===== src/rtl/picosoc_slotcfg_seq_if.sv =====
// PicoSoC iomem bus bundle between the CPU and the slot configuration sequencer.
interface picosoc_slotcfg_seq_if;
   logic        iomem_valid;
   logic [3:0]  iomem_wstrb;
   logic [31:0] iomem_addr;
   logic [31:0] iomem_wdata;
   logic [31:0] iomem_rdata;
   logic        iomem_ready;

   modport master (output iomem_valid, iomem_wstrb, iomem_addr, iomem_wdata,
                   input  iomem_rdata, iomem_ready);
   modport slave  (input  iomem_valid, iomem_wstrb, iomem_addr, iomem_wdata,
                   output iomem_rdata, iomem_ready);
endinterface


===== src/rtl/picosoc_slotcfg_seq.sv =====
// Staged Apple II slot card assignments: firmware fills shadow registers, COMMIT
// pushes dirty slots to the slotmaker, pulses reconfig, settles, then raises irq.
module picosoc_slotcfg_seq #(
   parameter  int unsigned NUM_SLOTS       = 8,
   parameter  int unsigned CARD_W          = 8,
   parameter  int unsigned READY_LAT       = 3,
   parameter  int unsigned RECONFIG_CYCLES = 16,
   localparam int unsigned SLOT_W          = (NUM_SLOTS > 1) ? $clog2(NUM_SLOTS) : 1
) (
   input  logic                 clk_i,
   input  logic                 resetn_i,
   picosoc_slotcfg_seq_if.slave bus,
   output logic [SLOT_W-1:0]    cfg_slot_o,
   output logic [CARD_W-1:0]    cfg_card_o,
   output logic                 cfg_wr_o,
   output logic                 cfg_reconfig_o,
   output logic                 irq_o
);
   localparam int unsigned LAT_W = (READY_LAT > 1) ? $clog2(READY_LAT) : 1;
   localparam int unsigned CNT_W = (RECONFIG_CYCLES > 1) ? $clog2(RECONFIG_CYCLES) : 1;

   typedef enum logic [2:0] {S_IDLE, S_PUSH, S_KICK, S_SETTLE, S_DONE} state_e;

   state_e              state_q, state_d;
   logic [SLOT_W-1:0]   idx_q, idx_d;
   logic [CNT_W-1:0]    cnt_q, cnt_d;
   logic [LAT_W-1:0]    lat_q, lat_d;
   logic                ready_q, ready_d;
   logic [31:0]         rdata_q, rdata_d;
   logic [CARD_W-1:0]   shadow_q [NUM_SLOTS];
   logic [CARD_W-1:0]   shadow_d [NUM_SLOTS];
   logic [CARD_W-1:0]   active_q [NUM_SLOTS];
   logic [CARD_W-1:0]   active_d [NUM_SLOTS];
   logic [NUM_SLOTS-1:0] dirty_q, dirty_d;
   logic                pend_q, pend_d;
   logic                irq_en_q, irq_en_d;
   logic                irq_pend_q, irq_pend_d;
   logic [7:0]          chg_q, chg_d;
   logic                cfg_wr_q, cfg_wr_d;
   logic                cfg_reconfig_q, cfg_reconfig_d;
   logic [SLOT_W-1:0]   cfg_slot_q, cfg_slot_d;
   logic [CARD_W-1:0]   cfg_card_q, cfg_card_d;
   logic                irq_q, irq_d;

   logic [3:0]          a;
   logic [3:0]          act_a;
   logic                acc;
   logic                ctrl_wr;
   logic                slot_wr;
   logic                commit;
   logic                unused_bus_bits;

   // Bus decode: side effects happen only on the cycle that produces ready.
   always_comb begin
      a       = bus.iomem_addr[5:2];
      act_a   = a - 4'd9;
      acc     = bus.iomem_valid && !ready_q && (lat_q == LAT_W'(READY_LAT - 1));
      ctrl_wr = acc && bus.iomem_wstrb[0] && (a == 4'd8);
      slot_wr = acc && bus.iomem_wstrb[0] && (32'(a) < NUM_SLOTS);
      commit  = ctrl_wr && bus.iomem_wdata[0];
   end

   assign unused_bus_bits = ^{bus.iomem_addr, bus.iomem_wdata, bus.iomem_wstrb};

   always_comb begin
      state_d        = state_q;
      idx_d          = idx_q;
      cnt_d          = cnt_q;
      pend_d         = pend_q;
      shadow_d       = shadow_q;
      active_d       = active_q;
      dirty_d        = dirty_q;
      chg_d          = chg_q;
      irq_en_d       = irq_en_q;
      irq_pend_d     = irq_pend_q;
      cfg_wr_d       = 1'b0;
      cfg_reconfig_d = 1'b0;
      cfg_slot_d     = cfg_slot_q;
      cfg_card_d     = cfg_card_q;
      ready_d        = 1'b0;
      rdata_d        = '0;
      lat_d          = '0;

      if (bus.iomem_valid && !ready_q && !acc) lat_d = lat_q + LAT_W'(1);

      if (acc) begin
         ready_d = 1'b1;
         if (32'(a) < NUM_SLOTS)
            rdata_d = 32'(shadow_q[a[SLOT_W-1:0]]);
         else if (a == 4'd8)
            rdata_d = {8'd0, chg_q, 8'(dirty_q), 5'd0, irq_en_q, irq_pend_q, state_q != S_IDLE};
         else if ((a >= 4'd9) && (32'(act_a) < NUM_SLOTS))
            rdata_d = 32'(active_q[act_a[SLOT_W-1:0]]);
      end

      case (state_q)
         S_IDLE: begin
            if (commit || pend_q) begin
               state_d = S_PUSH;
               idx_d   = '0;
               pend_d  = 1'b0;
            end
         end
         S_PUSH: begin
            if (dirty_q[idx_q]) begin
               cfg_wr_d        = 1'b1;
               cfg_slot_d      = idx_q;
               cfg_card_d      = shadow_q[idx_q];
               active_d[idx_q] = shadow_q[idx_q];
               dirty_d[idx_q]  = 1'b0;
            end
            if (idx_q == SLOT_W'(NUM_SLOTS - 1)) state_d = S_KICK;
            else                                 idx_d   = idx_q + SLOT_W'(1);
         end
         S_KICK: begin
            cfg_reconfig_d = 1'b1;
            cnt_d          = '0;
            state_d        = S_SETTLE;
         end
         S_SETTLE: begin
            if (cnt_q == CNT_W'(RECONFIG_CYCLES - 1)) state_d = S_DONE;
            else                                      cnt_d   = cnt_q + CNT_W'(1);
         end
         S_DONE: begin
            chg_d = chg_q + 8'd1;
            // A commit that arrived while busy restarts the push without going idle.
            if (pend_q || commit) begin
               state_d = S_PUSH;
               idx_d   = '0;
               pend_d  = 1'b0;
            end else begin
               state_d = S_IDLE;
            end
         end
         default: state_d = S_IDLE;
      endcase

      if (commit && (state_q != S_IDLE) && (state_q != S_DONE)) pend_d = 1'b1;

      if (ctrl_wr) begin
         irq_en_d = bus.iomem_wdata[2];
         if (bus.iomem_wdata[1]) irq_pend_d = 1'b0;
      end
      if (state_q == S_DONE) irq_pend_d = 1'b1;

      // Applied after the push clear so a same-cycle shadow write keeps the slot dirty.
      if (slot_wr) begin
         shadow_d[a[SLOT_W-1:0]] = bus.iomem_wdata[CARD_W-1:0];
         dirty_d[a[SLOT_W-1:0]]  = 1'b1;
      end

      irq_d = irq_pend_d & irq_en_d;
   end

   always_ff @(posedge clk_i) begin
      if (!resetn_i) begin
         state_q        <= S_IDLE;
         idx_q          <= '0;
         cnt_q          <= '0;
         lat_q          <= '0;
         ready_q        <= 1'b0;
         rdata_q        <= '0;
         shadow_q       <= '{default: '0};
         active_q       <= '{default: '0};
         dirty_q        <= '0;
         pend_q         <= 1'b0;
         irq_en_q       <= 1'b0;
         irq_pend_q     <= 1'b0;
         chg_q          <= '0;
         cfg_wr_q       <= 1'b0;
         cfg_reconfig_q <= 1'b0;
         cfg_slot_q     <= '0;
         cfg_card_q     <= '0;
         irq_q          <= 1'b0;
      end else begin
         state_q        <= state_d;
         idx_q          <= idx_d;
         cnt_q          <= cnt_d;
         lat_q          <= lat_d;
         ready_q        <= ready_d;
         rdata_q        <= rdata_d;
         shadow_q       <= shadow_d;
         active_q       <= active_d;
         dirty_q        <= dirty_d;
         pend_q         <= pend_d;
         irq_en_q       <= irq_en_d;
         irq_pend_q     <= irq_pend_d;
         chg_q          <= chg_d;
         cfg_wr_q       <= cfg_wr_d;
         cfg_reconfig_q <= cfg_reconfig_d;
         cfg_slot_q     <= cfg_slot_d;
         cfg_card_q     <= cfg_card_d;
         irq_q          <= irq_d;
      end
   end

   assign bus.iomem_ready = ready_q;
   assign bus.iomem_rdata = rdata_q;
   assign cfg_wr_o        = cfg_wr_q;
   assign cfg_reconfig_o  = cfg_reconfig_q;
   assign cfg_slot_o      = cfg_slot_q;
   assign cfg_card_o      = cfg_card_q;
   assign irq_o           = irq_q;
endmodule

===== src/flat_wrapper.sv =====
// flat-port wrapper written by rule: the top's interface ports become plain ports
module picosoc_slotcfg_seq_flat 
#(
   parameter  int unsigned NUM_SLOTS       = 8,
   parameter  int unsigned CARD_W          = 8,
   parameter  int unsigned READY_LAT       = 3,
   parameter  int unsigned RECONFIG_CYCLES = 16,
   localparam int unsigned SLOT_W          = (NUM_SLOTS > 1) ? $clog2(NUM_SLOTS) : 1
)
  (clk_i, resetn_i, cfg_slot_o, cfg_card_o, cfg_wr_o, cfg_reconfig_o, irq_o, bus_iomem_valid, bus_iomem_wstrb, bus_iomem_addr, bus_iomem_wdata, bus_iomem_rdata, bus_iomem_ready);
  picosoc_slotcfg_seq_if bus_i ();
  input  logic clk_i;
  input  logic resetn_i;
  output logic [SLOT_W-1:0] cfg_slot_o;
  output logic [CARD_W-1:0] cfg_card_o;
  output logic cfg_wr_o;
  output logic cfg_reconfig_o;
  output logic irq_o;
  input wire logic [$bits(bus_i.iomem_valid)-1:0] bus_iomem_valid;
  input wire logic [$bits(bus_i.iomem_wstrb)-1:0] bus_iomem_wstrb;
  input wire logic [$bits(bus_i.iomem_addr)-1:0] bus_iomem_addr;
  input wire logic [$bits(bus_i.iomem_wdata)-1:0] bus_iomem_wdata;
  output wire logic [$bits(bus_i.iomem_rdata)-1:0] bus_iomem_rdata;
  output wire logic [$bits(bus_i.iomem_ready)-1:0] bus_iomem_ready;
  assign bus_i.iomem_valid = bus_iomem_valid;
  assign bus_i.iomem_wstrb = bus_iomem_wstrb;
  assign bus_i.iomem_addr = bus_iomem_addr;
  assign bus_i.iomem_wdata = bus_iomem_wdata;
  assign bus_iomem_rdata = bus_i.iomem_rdata;
  assign bus_iomem_ready = bus_i.iomem_ready;
  picosoc_slotcfg_seq #(.NUM_SLOTS(NUM_SLOTS), .CARD_W(CARD_W), .READY_LAT(READY_LAT), .RECONFIG_CYCLES(RECONFIG_CYCLES)) u_core (.clk_i(clk_i), .resetn_i(resetn_i), .bus(bus_i), .cfg_slot_o(cfg_slot_o), .cfg_card_o(cfg_card_o), .cfg_wr_o(cfg_wr_o), .cfg_reconfig_o(cfg_reconfig_o), .irq_o(irq_o));
endmodule

===== config.mk =====
export PLATFORM = sky130hd
export DESIGN_NAME = picosoc_slotcfg_seq_flat
export DESIGN_NICKNAME = d
export VERILOG_FILES = /design/src/rtl/picosoc_slotcfg_seq_if.sv /design/src/rtl/picosoc_slotcfg_seq.sv /design/src/flat_wrapper.sv
export SDC_FILE = /design/constraint.sdc
export NUM_CORES = 1
export LEC_CHECK = 0
export ABC_AREA = 1
export BUFFER_PORTS_ARGS = -buffer_cell sky130_fd_sc_hd__buf_2
export CAP_MARGIN = 30
export CORE_UTILIZATION = 35
export CTS_BUF_LIST = sky130_fd_sc_hd__clkbuf_8
export DETAILED_ROUTE_END_ITERATION = 7
export GPL_ROUTABILITY_DRIVEN = 0
export SETUP_SLACK_MARGIN = 0.02
export SLEW_MARGIN = 15
export SYNTH_ARGS = -nofsm -noshare
export SYNTH_HDL_FRONTEND = slang
export SYNTH_SLANG_ARGS = --single-unit
export TNS_END_PERCENT = 1

===== constraint.sdc =====
create_clock -name clk_i -period 3.2 [get_ports clk_i]
set_input_delay 0.8 -clock clk_i [delete_from_list [all_inputs] [get_ports clk_i]]
set_output_delay 0.8 -clock clk_i [all_outputs]
set_load 0.02 [all_outputs]

==> summary.txt <==
Synthesis
  – Most used DFF post-synth: dfxtp_1
  – Netlist cell types: 33
  – Syn Std Cell Area: 9430 sq um
  – Register area share after synthesis: 0.420
  – Post-Syn Instances: 1,403
  – Synth warn: 0
  – Avg Inst Size Synth: 6.72 sq um
  – Number of synthesized flops with an enable pin: 0
  – Top cells by area, synth: dfxtp_1 (42%), nand2_1 (12%), nor2_1 (11%)
  – Share of flip-flops with an asynchronous set or reset: 0
  – #FFs+latches synth: 198
  – Cell type with the highest aggregate area in the netlist: dfxtp_1
  – Synth top area share: 0.420

Worst setup path
  – Worst EP required: 3.59 ns
  – Critical Path Sink Type: register
  – Worst r2r src: u_core.idx_q[0]
  – Critical path class: register to register
  – R2R Setup Slk: 0.89 ns
  – R2R depth: 6
  – Crit path max fanout: 65
  – Worst setup SP type: register
  – Worst reg2reg endpoint: u_core.cfg_card_o[4]
  – Crit path arrival time: 2.69 ns

Floorplan
  – FP Rows: 59
  – Die height: 166 microns
  – Ports: 118
  – Die Area: 27,600 sq um
  – Core region area: 26,300 sq um
  – Die width: 166 microns
  – Starting Density: 0.359

Layout
  – Commonest non-fill, non-tap cell in the layout: nand2_1
  – Final Cell Area: 10,300 sq um
  – Most frequent cells in the layout: nand2_1 (309), nor2_1 (276), dfxtp_1 (197), inv_1 (164), o21ai_0 (118)
  – Share of layout cells above drive strength 1: 0.0942
  – Area delta synth->final: 9.64%
  – Filler cell count: 2,788
  – Nets: 1,509

Clocking
  – Max clock buf depth: 2
  – Clock Tree Root: clkbuf_8
  – Post-cts sizing count: 0
  – CTS tree: done
  – Skew-Pair Late Insertion Delay: 0.49 ns
  – Hold Buf Count CTS: 0
  – H-tree Lvls: 4
  – Postcts setup bufs: 0
  – # clock sinks: 198
  – Clock slew at reported path FFs: 0.12 ns
  – Total CTS buffers: 17

Global route
  – Total GRT Usage: 0.187
  – Initial antenna violation count: 1
  – Vias in the first global route: 7,584
  – Largest net degree at the start of global routing: 155
  – First-pass GRT wire length: 40.9 mm
  – GRT overflow: 0

Worst hold path
  – Hold path endpoint: u_core.lat_q[0]
  – Worst hold start: u_core.lat_q[0]
  – Worst hold path class: register to register
  – Hold depth: 1

Place
  – DP HPWL: 16.8 mm
  – Placed Instance Area: 9910 sq um
  – Port-buffer cells: 54

STA
  – Slew @ Worst Pin: 0.770 ns
  – Fin. Hold Viols: 0
  – Clock Skews: 0.0262 ns
  – Fmax: 433 MHz
  – RSZ-0062 raised after global routing: no
  – Period utilisation layout: 0.721
  – Fin. max-slew vios: 0
  – Setup violations, final: 0
  – Setup TNS: 0 ns
  – Rel. slew slack: 0.487
  – Min cycle time layout: 2.31 ns

Routing
  – DRT met1 WL: 12.5 mm
  – Initial DRC Count: 610
  – WL final: 25.5 mm
  – ANT nets after route: 0
  – DR WL met2: 11.4 mm
  – Pre-antenna DRT Iters: 8
  – Max layer used: met5
  – Vias per cell: 4.82
  – Vias: 8,572
  – Wire length per cell: 14.4 microns
  – DRC Markers: 10
  – Metal3 WL: 1.29 mm

Status
  – Status: finished, violations left
  – Failing checks: DRC

Power and ir drop
  – Power Density: 501 nW/um^2
  – Peak VDD IR: 0.308 mV
  – P_leak: 4.90 nW

Run
  – Max Cap Viol: 0
-- synth_stat cells (8+ instances only) --
cell and count:
nand2_1 309, buf_6 10, buf_2 19, buf_4 11
ha_1 8, inv_1 164, dfxtp_1 198, o21ai_0 118
nor2_1 276, clkbuf_1 30, nor3_1 8, nand3_4 8
nand4_1 11, a21oi_1 99, o211ai_1 38, nand3_1 56
-- layout make-up --
cell class	instances	area, sq um	area share
inverters	171	643	0.0622
clock buffers	17	234	0.0226
clock inverters	15	196	0.0190
flip-flops and latches	198	3970	0.383
repair buffers	77	458	0.0443
diodes	1	2.50	0.000242
well taps	335	419	0.0405
multi-input cells	965	4430	0.428
-- worst max-delay path by stage --
stage	startpoint	to	slack, ns
after global routing	u_core.idx_q[0]	u_core.cfg_card_o[4]	0.70
after floorplan	bus_iomem_addr[2]	u_core.bus.iomem_rdata[5]	0.55
final	u_core.idx_q[0]	u_core.cfg_card_o[4]	0.89
after global placement	bus_iomem_addr[2]	u_core.bus.iomem_rdata[1]	0.61
after CTS	u_core.idx_q[0]	u_core.cfg_card_o[5]	0.88
after detailed placement	bus_iomem_addr[2]	u_core.bus.iomem_rdata[0]	0.62
-- routing by layer --
layer	vias up	GRT usage
met5	-	0
met4	2	0.0553
met3	22	0.0296
met2	195	0.287
met1	3890	0.268
li1	4463	-
-- worst max-delay path, cell delays in order (launching register included) --
cell	delay (ns)
dfxtp_2	0.34
buf_4	0.55
nand2_1	0.12
o211ai_1	0.13
nand4_1	0.60
o21ai_0	0.36
nor2_1	0.06
-- logic make-up after synthesis --
logic type,count (synthesis),share of synthesized area
AND/OR/NAND/NOR,688,0.305
AO/OA/AOI/OAI,260,0.149
buffers and inverters,247,0.114
flip-flops,198,0.420
adder cells (fa/ha/maj),8,0.0106
XOR/XNOR,1,0.000929
other,1,0.000397
-- stage by stage --
stage	utilization	total power, mW	worst slack (ns)	std cells	hold WS [ns]
after floorplan	-	3.27	0.547	1410	0.391
after global placement	0.377	3.53	0.614	1746	0.400
after detailed placement	0.377	3.55	0.625	1746	0.411
after CTS	0.393	5.23	0.881	1778	0.429
after global routing	0.393	5.43	0.698	1778	0.448
final	0.394	5.19	0.893	1779	0.423
-- where the power goes --
group	internal (mW)	total (mW)	switching (mW)
sequential	2.51	2.53	0.0252
clock	0.614	1.69	1.08
combinational	0.239	0.961	0.721
-- state kept, by name (all words and copies together), names as in the netlist --
signal                  flops
u_core.irq_o                1
u_core.bus.iomem_ready      1
u_core.bus.iomem_rdata     24
u_core.cfg_card_o           8
u_core.cfg_slot_o           3
u_core.idx_q                3
u_core.shadow_q            64
u_core.cfg_reconfig_o       1
u_core.state_q              3
u_core.cfg_wr_o             1
u_core.irq_en_q             1
u_core.pend_q               1
u_core.cnt_q                4
u_core.lat_q                2
u_core.chg_q                8
u_core.active_q            64
u_core.irq_pend_q           1
u_core.dirty_q              8
Note: power is estimated with default switching activity, not from simulation.
